--- config.mk ---
export PLATFORM = sky130hd
export DESIGN_NAME = pmem_responder_flat
export DESIGN_NICKNAME = d
export VERILOG_FILES = /design/src/rtl/pmem_responder_if.sv /design/src/rtl/pmem_responder.sv /design/src/flat_wrapper.sv
export SDC_FILE = /design/constraint.sdc
export NUM_CORES = 2
export LEC_CHECK = 0
export CAP_MARGIN = 20
export CORE_MARGIN = 5
export CORE_UTILIZATION = 25
export CTS_CLUSTER_DIAMETER = 100
export DETAILED_ROUTE_END_ITERATION = 6
export DONT_BUFFER_PORTS = 1
export PLACE_DENSITY_LB_ADDON = 0.08
export SYNTH_ARGS = -nofsm -noshare
export SYNTH_HDL_FRONTEND = slang
export SYNTH_SLANG_ARGS = --single-unit
--- constraint.sdc ---
create_clock -name clk -period 8.9 [get_ports clk]
set_clock_uncertainty 0.2 [all_clocks]
set_input_delay 1.335 -clock clk [delete_from_list [all_inputs] [get_ports clk]]
set_output_delay 1.335 -clock clk [all_outputs]
set_load 0.005 [all_outputs]
--- src/rtl/pmem_responder_if.sv ---
// rtl/pmem_responder_if.sv - pmem line request/response bus between the L2 datapath and the responder
//
// Signals:
//   pmem_read     L2 -> responder  line read request, held until pmem_resp
//   pmem_write    L2 -> responder  line write request, held until pmem_resp
//   pmem_address  L2 -> responder  16-bit line address, bits [3:0] ignored
//   pmem_wdata    L2 -> responder  128-bit write line
//   pmem_resp     responder -> L2  one-cycle completion pulse
//   pmem_rdata    responder -> L2  128-bit read line
//   pmem_err      responder -> L2  sticky protocol-error flag
interface pmem_responder_if;
   logic         pmem_read;
   logic         pmem_write;
   logic [15:0]  pmem_address;
   logic [127:0] pmem_wdata;
   logic         pmem_resp;
   logic [127:0] pmem_rdata;
   logic         pmem_err;

   modport master (
      output pmem_read, pmem_write, pmem_address, pmem_wdata,
      input  pmem_resp, pmem_rdata, pmem_err
   );

   modport slave (
      input  pmem_read, pmem_write, pmem_address, pmem_wdata,
      output pmem_resp, pmem_rdata, pmem_err
   );
endinterface

--- src/rtl/pmem_responder.sv ---
// rtl/pmem_responder.sv - fixed-latency 128-bit line memory model answering L2 pmem requests
//
// Ports:
//   clk       sole clock, rising edge
//   reset_n   asynchronous active-low reset
//   bus       pmem_responder_if.slave (read/write request, address, wdata, resp, rdata, err)
//   rd_count  completed reads  (constant 0 unless PMEM_STATS_EN is defined)
//   wr_count  completed writes (constant 0 unless PMEM_STATS_EN is defined)
//
// Optional feature macro: PMEM_STATS_EN enables saturating rd_count/wr_count counters.
module pmem_responder #(
   parameter int unsigned LATENCY  = 4,
   parameter int unsigned IDX_BITS = 5
) (
   input  logic              clk,
   input  logic              reset_n,
   pmem_responder_if.slave   bus,
   output logic [15:0]       rd_count,
   output logic [15:0]       wr_count
);

   localparam int unsigned DEPTH       = 1 << IDX_BITS;
   localparam logic [7:0]  LAT_LOAD    = 8'(LATENCY - 1);
   localparam bit          DIRECT_RESP = (LATENCY == 1);

   typedef enum logic [1:0] {
      IDLE = 2'd0,
      BUSY = 2'd1,
      RESP = 2'd2
   } state_t;

   state_t              state_q, state_d;
   logic [7:0]          lat_cnt_q, lat_cnt_d;
   logic [IDX_BITS-1:0] idx_q, idx_d;
   logic                op_write_q, op_write_d;
   logic [127:0]        wdata_q, wdata_d;
   logic [127:0]        rdata_q, rdata_d;
   logic                err_q, err_d;

   // Line storage; deliberately outside the reset so contents survive reset_n.
   logic [127:0]        mem_q [DEPTH] = '{default: '0};

   logic [IDX_BITS-1:0] addr_idx;
   logic                unused_addr;

   assign addr_idx    = bus.pmem_address[IDX_BITS+3:4];
   assign unused_addr = ^{bus.pmem_address[15:IDX_BITS+4], bus.pmem_address[3:0]};

   always_comb begin
      state_d    = state_q;
      lat_cnt_d  = lat_cnt_q;
      idx_d      = idx_q;
      op_write_d = op_write_q;
      wdata_d    = wdata_q;
      rdata_d    = rdata_q;
      err_d      = err_q;

      unique case (state_q)
         IDLE: begin
            if (bus.pmem_read || bus.pmem_write) begin
               idx_d      = addr_idx;
               // Write wins when both are requested; the read is dropped.
               op_write_d = bus.pmem_write;
               wdata_d    = bus.pmem_wdata;
               lat_cnt_d  = LAT_LOAD;
               if (bus.pmem_read && bus.pmem_write) begin
                  err_d = 1'b1;
               end
               if (DIRECT_RESP) begin
                  state_d = RESP;
                  // rdata must already be valid during the RESP cycle.
                  if (!bus.pmem_write) begin
                     rdata_d = mem_q[addr_idx];
                  end
               end else begin
                  state_d = BUSY;
               end
            end
         end

         BUSY: begin
            // Requester dropped its request before completion: finish anyway, flag it.
            if ((op_write_q && !bus.pmem_write) || (!op_write_q && !bus.pmem_read)) begin
               err_d = 1'b1;
            end
            if (lat_cnt_q == 8'd0) begin
               state_d = RESP;
               if (!op_write_q) begin
                  rdata_d = mem_q[idx_q];
               end
            end else begin
               lat_cnt_d = lat_cnt_q - 8'd1;
            end
         end

         RESP: begin
            state_d = IDLE;
         end

         default: begin
            state_d = IDLE;
         end
      endcase
   end

   always_ff @(posedge clk or negedge reset_n) begin
      if (!reset_n) begin
         state_q    <= IDLE;
         lat_cnt_q  <= 8'd0;
         idx_q      <= '0;
         op_write_q <= 1'b0;
         wdata_q    <= '0;
         rdata_q    <= '0;
         err_q      <= 1'b0;
      end else begin
         state_q    <= state_d;
         lat_cnt_q  <= lat_cnt_d;
         idx_q      <= idx_d;
         op_write_q <= op_write_d;
         wdata_q    <= wdata_d;
         rdata_q    <= rdata_d;
         err_q      <= err_d;
      end
   end

   // Commit at the edge that ends RESP; reset_n gate keeps an aborted write out.
   always_ff @(posedge clk) begin
      if (reset_n && (state_q == RESP) && op_write_q) begin
         mem_q[idx_q] <= wdata_q;
      end
   end

   assign bus.pmem_resp  = (state_q == RESP);
   assign bus.pmem_rdata = rdata_q;
   assign bus.pmem_err   = err_q;

`ifdef PMEM_STATS_EN
   logic [15:0] rd_count_q, rd_count_d;
   logic [15:0] wr_count_q, wr_count_d;

   always_comb begin
      rd_count_d = rd_count_q;
      wr_count_d = wr_count_q;
      if (state_q == RESP) begin
         if (op_write_q) begin
            if (wr_count_q != 16'hFFFF) begin
               wr_count_d = wr_count_q + 16'd1;
            end
         end else begin
            if (rd_count_q != 16'hFFFF) begin
               rd_count_d = rd_count_q + 16'd1;
            end
         end
      end
   end

   always_ff @(posedge clk or negedge reset_n) begin
      if (!reset_n) begin
         rd_count_q <= 16'd0;
         wr_count_q <= 16'd0;
      end else begin
         rd_count_q <= rd_count_d;
         wr_count_q <= wr_count_d;
      end
   end

   assign rd_count = rd_count_q;
   assign wr_count = wr_count_q;
`else
   assign rd_count = 16'd0;
   assign wr_count = 16'd0;
`endif

endmodule

--- src/flat_wrapper.sv ---
// flat-port wrapper written by rule: the top's interface ports become plain ports
module pmem_responder_flat 
#(
   parameter int unsigned LATENCY  = 4,
   parameter int unsigned IDX_BITS = 5
)
  (clk, reset_n, rd_count, wr_count, bus_pmem_read, bus_pmem_write, bus_pmem_address, bus_pmem_wdata, bus_pmem_resp, bus_pmem_rdata, bus_pmem_err);
  pmem_responder_if bus_i ();
  input  logic clk;
  input  logic reset_n;
  output logic [15:0] rd_count;
  output logic [15:0] wr_count;
  input wire logic [$bits(bus_i.pmem_read)-1:0] bus_pmem_read;
  input wire logic [$bits(bus_i.pmem_write)-1:0] bus_pmem_write;
  input wire logic [$bits(bus_i.pmem_address)-1:0] bus_pmem_address;
  input wire logic [$bits(bus_i.pmem_wdata)-1:0] bus_pmem_wdata;
  output wire logic [$bits(bus_i.pmem_resp)-1:0] bus_pmem_resp;
  output wire logic [$bits(bus_i.pmem_rdata)-1:0] bus_pmem_rdata;
  output wire logic [$bits(bus_i.pmem_err)-1:0] bus_pmem_err;
  assign bus_i.pmem_read = bus_pmem_read;
  assign bus_i.pmem_write = bus_pmem_write;
  assign bus_i.pmem_address = bus_pmem_address;
  assign bus_i.pmem_wdata = bus_pmem_wdata;
  assign bus_pmem_resp = bus_i.pmem_resp;
  assign bus_pmem_rdata = bus_i.pmem_rdata;
  assign bus_pmem_err = bus_i.pmem_err;
  pmem_responder #(.LATENCY(LATENCY), .IDX_BITS(IDX_BITS)) u_core (.clk(clk), .reset_n(reset_n), .bus(bus_i), .rd_count(rd_count), .wr_count(wr_count));
endmodule
==> impl_metrics.env <==
export IMPL_min_delay_start="bus_pmem_wdata[56]"
export IMPL_yosysMostFrequentCell="edfxtp_1"
export IMPL_top_layer="met5"
export IMPL_fin_crit_ns=5.26
export IMPL_numCtsBuffers=528
export IMPL_wl_mm=597
export IMPL_worstSetupPathType="register to register"
export IMPL_ys_ff_latch=4369
export IMPL_clk_pin_slew_ns=0.06
export IMPL_die_w_um=823
export IMPL_syn_inst=8246
export IMPL_met2_length_mm=294
export IMPL_reg2regPathDepth=7
export IMPL_synth_edf_count=4096
export IMPL_powerDensity_mw_per_mm2=332
export IMPL_clockRootBuffer="clkbuf_16"
export IMPL_power_uw=64300
export IMPL_syn_area_per_cell_um2=20.0
export IMPL_rsz0062_at_grt="false"
export IMPL_htree_levels=6
export IMPL_relSlewSlack_pct=23.4
export IMPL_final_core_util_pct=29.4
export IMPL_cts_sinks=4369
export IMPL_pin_count=310
export IMPL_min_path_cells=1
export IMPL_synth_warnings=0
export IMPL_post_drt_wl_per_cell_um=33.8
export IMPL_vias=83000
export IMPL_worst_slew_pin_slew_ns=1.15
export IMPL_whs_ns=0.204
export IMPL_tns_ns=0
export IMPL_crit_arrival_ns=5.76
export IMPL_setup_viol=0
export IMPL_whs_endpoint="u_core.wdata_q[56]$_DFFE_PN0P_"
export IMPL_wl_met3_mm=27.0
export IMPL_drtAntennaViolNets=0
export IMPL_postPlaceCellArea_mm2=0.176
export IMPL_startpoint_type="register"
export IMPL_crit_fanout=37
export IMPL_maxCapViolations=0
export IMPL_drv_slew=0
export IMPL_p_leak_uw=0.0633
export IMPL_vdd_ir_drop_max_v=0.000246
export IMPL_portBuffers=0
export IMPL_cts_path_max_buffers=4
export IMPL_synth_main_ff_cell="edfxtp_1"
export IMPL_cp_required_ns=9.40
export IMPL_synth_largest_area_cell="edfxtp_1"
export IMPL_grt_pass1_vias=86400
export IMPL_met1_length_mm=263
export IMPL_area_growth_pct=17.4
export IMPL_cts_resized=0
export IMPL_drive_above_1_share_pct=17.0
export IMPL_synth_area_leaders="edfxtp_1, mux2i_1, mux4_2"
export IMPL_drc=0
export IMPL_antenna_found_initial=87
export IMPL_end_kind="register"
export IMPL_die_h_um=823
export IMPL_hp_class="primary input to register"
export IMPL_final_hold_violation_count=0
export IMPL_max_freq_mhz=190
export IMPL_initial_core_util_pct=25.1
export IMPL_first_iter_violations=6597
export IMPL_grt_max_degree=128
export IMPL_core_mm2=0.658
export IMPL_ys_seq_area_share_pct=78.6
export IMPL_r2r_slack_ns=3.64
export IMPL_clock_latency_ns=1.07
export IMPL_die_area_mm2=0.677
export IMPL_grt_ovfl_total=0
export IMPL_cts_tree="built"
export IMPL_layout_nets=8713
export IMPL_grt_pass1_wl_mm=793
export IMPL_vias_per_cell=4.69
export IMPL_place_congestion=0.698
export IMPL_rows=298
export IMPL_synthTopCellsByCount="edfxtp_1, mux2i_1, o22ai_1, mux4_2, dfrtp_1"
export IMPL_r2r_start="u_core.idx_q[3]$_DFFE_PN0P_"
export IMPL_grt_total_usage_pct=17.1
export IMPL_r2r_end="u_core.mem_q[24][100]$_DFFE_PP_"
export IMPL_final_cell_area_mm2=0.194
export IMPL_hpwl_mm=291
export IMPL_status="complete, no violations"
export IMPL_synthArstFlopShare_pct=6.25
export IMPL_synth_top_area_share_pct=74.5
export IMPL_min_period_over_period_pct=59.1
export IMPL_first_pass_iters=7
export IMPL_ys_types=55
export IMPL_netlist_area_mm2=0.165
[worst max-delay path by stage]
stage	depth (start not counted)	slack [ns]	from	endpoint
5_1_grt	7	3.50	u_core.idx_q[3]$_DFFE_PN0P_	u_core.mem_q[24][100]$_DFFE_PP_
3_5_place_dp	7	3.48	u_core.idx_q[3]$_DFFE_PN0P_	u_core.mem_q[24][74]$_DFFE_PP_
4_1_cts	7	3.46	u_core.idx_q[3]$_DFFE_PN0P_	u_core.mem_q[24][100]$_DFFE_PP_
3_3_place_gp	6	3.43	reset_n	u_core.mem_q[31][85]$_DFFE_PP_
2_1_floorplan	4	0.81	reset_n	u_core.mem_q[8][0]$_DFFE_PP_
6_report	7	3.64	u_core.idx_q[3]$_DFFE_PN0P_	u_core.mem_q[24][100]$_DFFE_PP_
[area by class of cell]
class	count	area [µm²]
Inverter	6	22.5
Clock buffer	743	14800
Clock inverter	205	1870
Multi-Input combinational cell	3392	33000
Sequential cell	4369	130000
Tap cell	8700	10900
Fill cell	64200	465000
Antenna cell	15	37.5
Timing Repair Buffer	266	3330
[cell usage in the layout (no fill, tap or decap), drive strengths merged, types with 6 or more instances in the layout]
cell type | Yosys | layout
conb | 1 | 32
a31oi | 119 | 119
nand3 | 79 | 79
nand2b | 10 | 10
mux4 | 335 | 335
nand2 | 61 | 61
clkbuf | 105 | 743
a221oi | 72 | 72
or4 | 82 | 82
clkinv | 0 | 153
inv | 6 | 31
and3 | 24 | 24
nor4 | 49 | 49
o22ai | 518 | 518
dfrtp | 273 | 273
a22oi | 235 | 235
mux2i | 1379 | 1379
nor2b | 9 | 9
nor2 | 159 | 159
edfxtp | 4096 | 4096
nand4 | 24 | 24
mux2 | 133 | 133
o21a | 22 | 22
bufinv | 0 | 23
buf | 405 | 265
diode | 0 | 15
nand4bb | 6 | 6
[per-stage QoR]
| step | setup slack (ns) | std cells |
|---|---|---|
| floorplan | 0.815 | 8277 |
| global placement | 3.43 | 16700 |
| detailed placement | 3.48 | 16700 |
| CTS | 3.46 | 17600 |
| global route | 3.50 | 17700 |
| finish | 3.64 | 17700 |
[where the power goes]
part / leakage (µW) / switching, µW / internal, µW
registers: 0.0401 / 2850 / 26000
logic: 0.0151 / 8970 / 5600
clock network: 0.00815 / 8600 / 12300
[per-layer routing]
metal / global-route usage, % / vias to the layer above
li1: - / 34700
met5: 0 / -
met3: 2.64 / 726
met2: 29.5 / 1901
met1: 22.9 / 45700
met4: 3.35 / 20
[state kept, by name, indices dropped and copies added, names as in the netlist]
register and cells:
u_core.mem_q 4096, u_core.lat_cnt_q 8, u_core.state_q 2, u_core.op_write_q 1, u_core.bus.pmem_rdata 128, u_core.wdata_q 128, u_core.bus.pmem_err 1, u_core.idx_q 5
[logic make-up (layout without fill, tap and decap cells)]
group / count (synthesis) / in the layout / share of synthesized area [%]
compound gates: 981 / 981 / 4.05
xor+xnor: 6 / 6 / 0.0318
fa+ha+maj: 2 / 2 / 0.0152
buf+inv: 516 / 1220 / 1.70
flops: 4369 / 4369 / 78.6
mux: 1847 / 1847 / 13.8
other cells: 1 / 47 / 0.00227
simple gates: 524 / 524 / 1.72
[repair_timing]
item	in CTS	in global routing
buffers inserted	0	0
hold endpoints to repair	12	0
hold buffers	1	0
[critical path, stage by stage (launching register included)]
cell and delay (ns):
dfrtp_2 0.75, buf_4 0.50, nor2b_4 0.53, buf_4 0.66, nand2_1 0.43, nor2_4 0.23, buf_4 0.83, buf_4 0.61
Power figures use the tool's default switching activity.
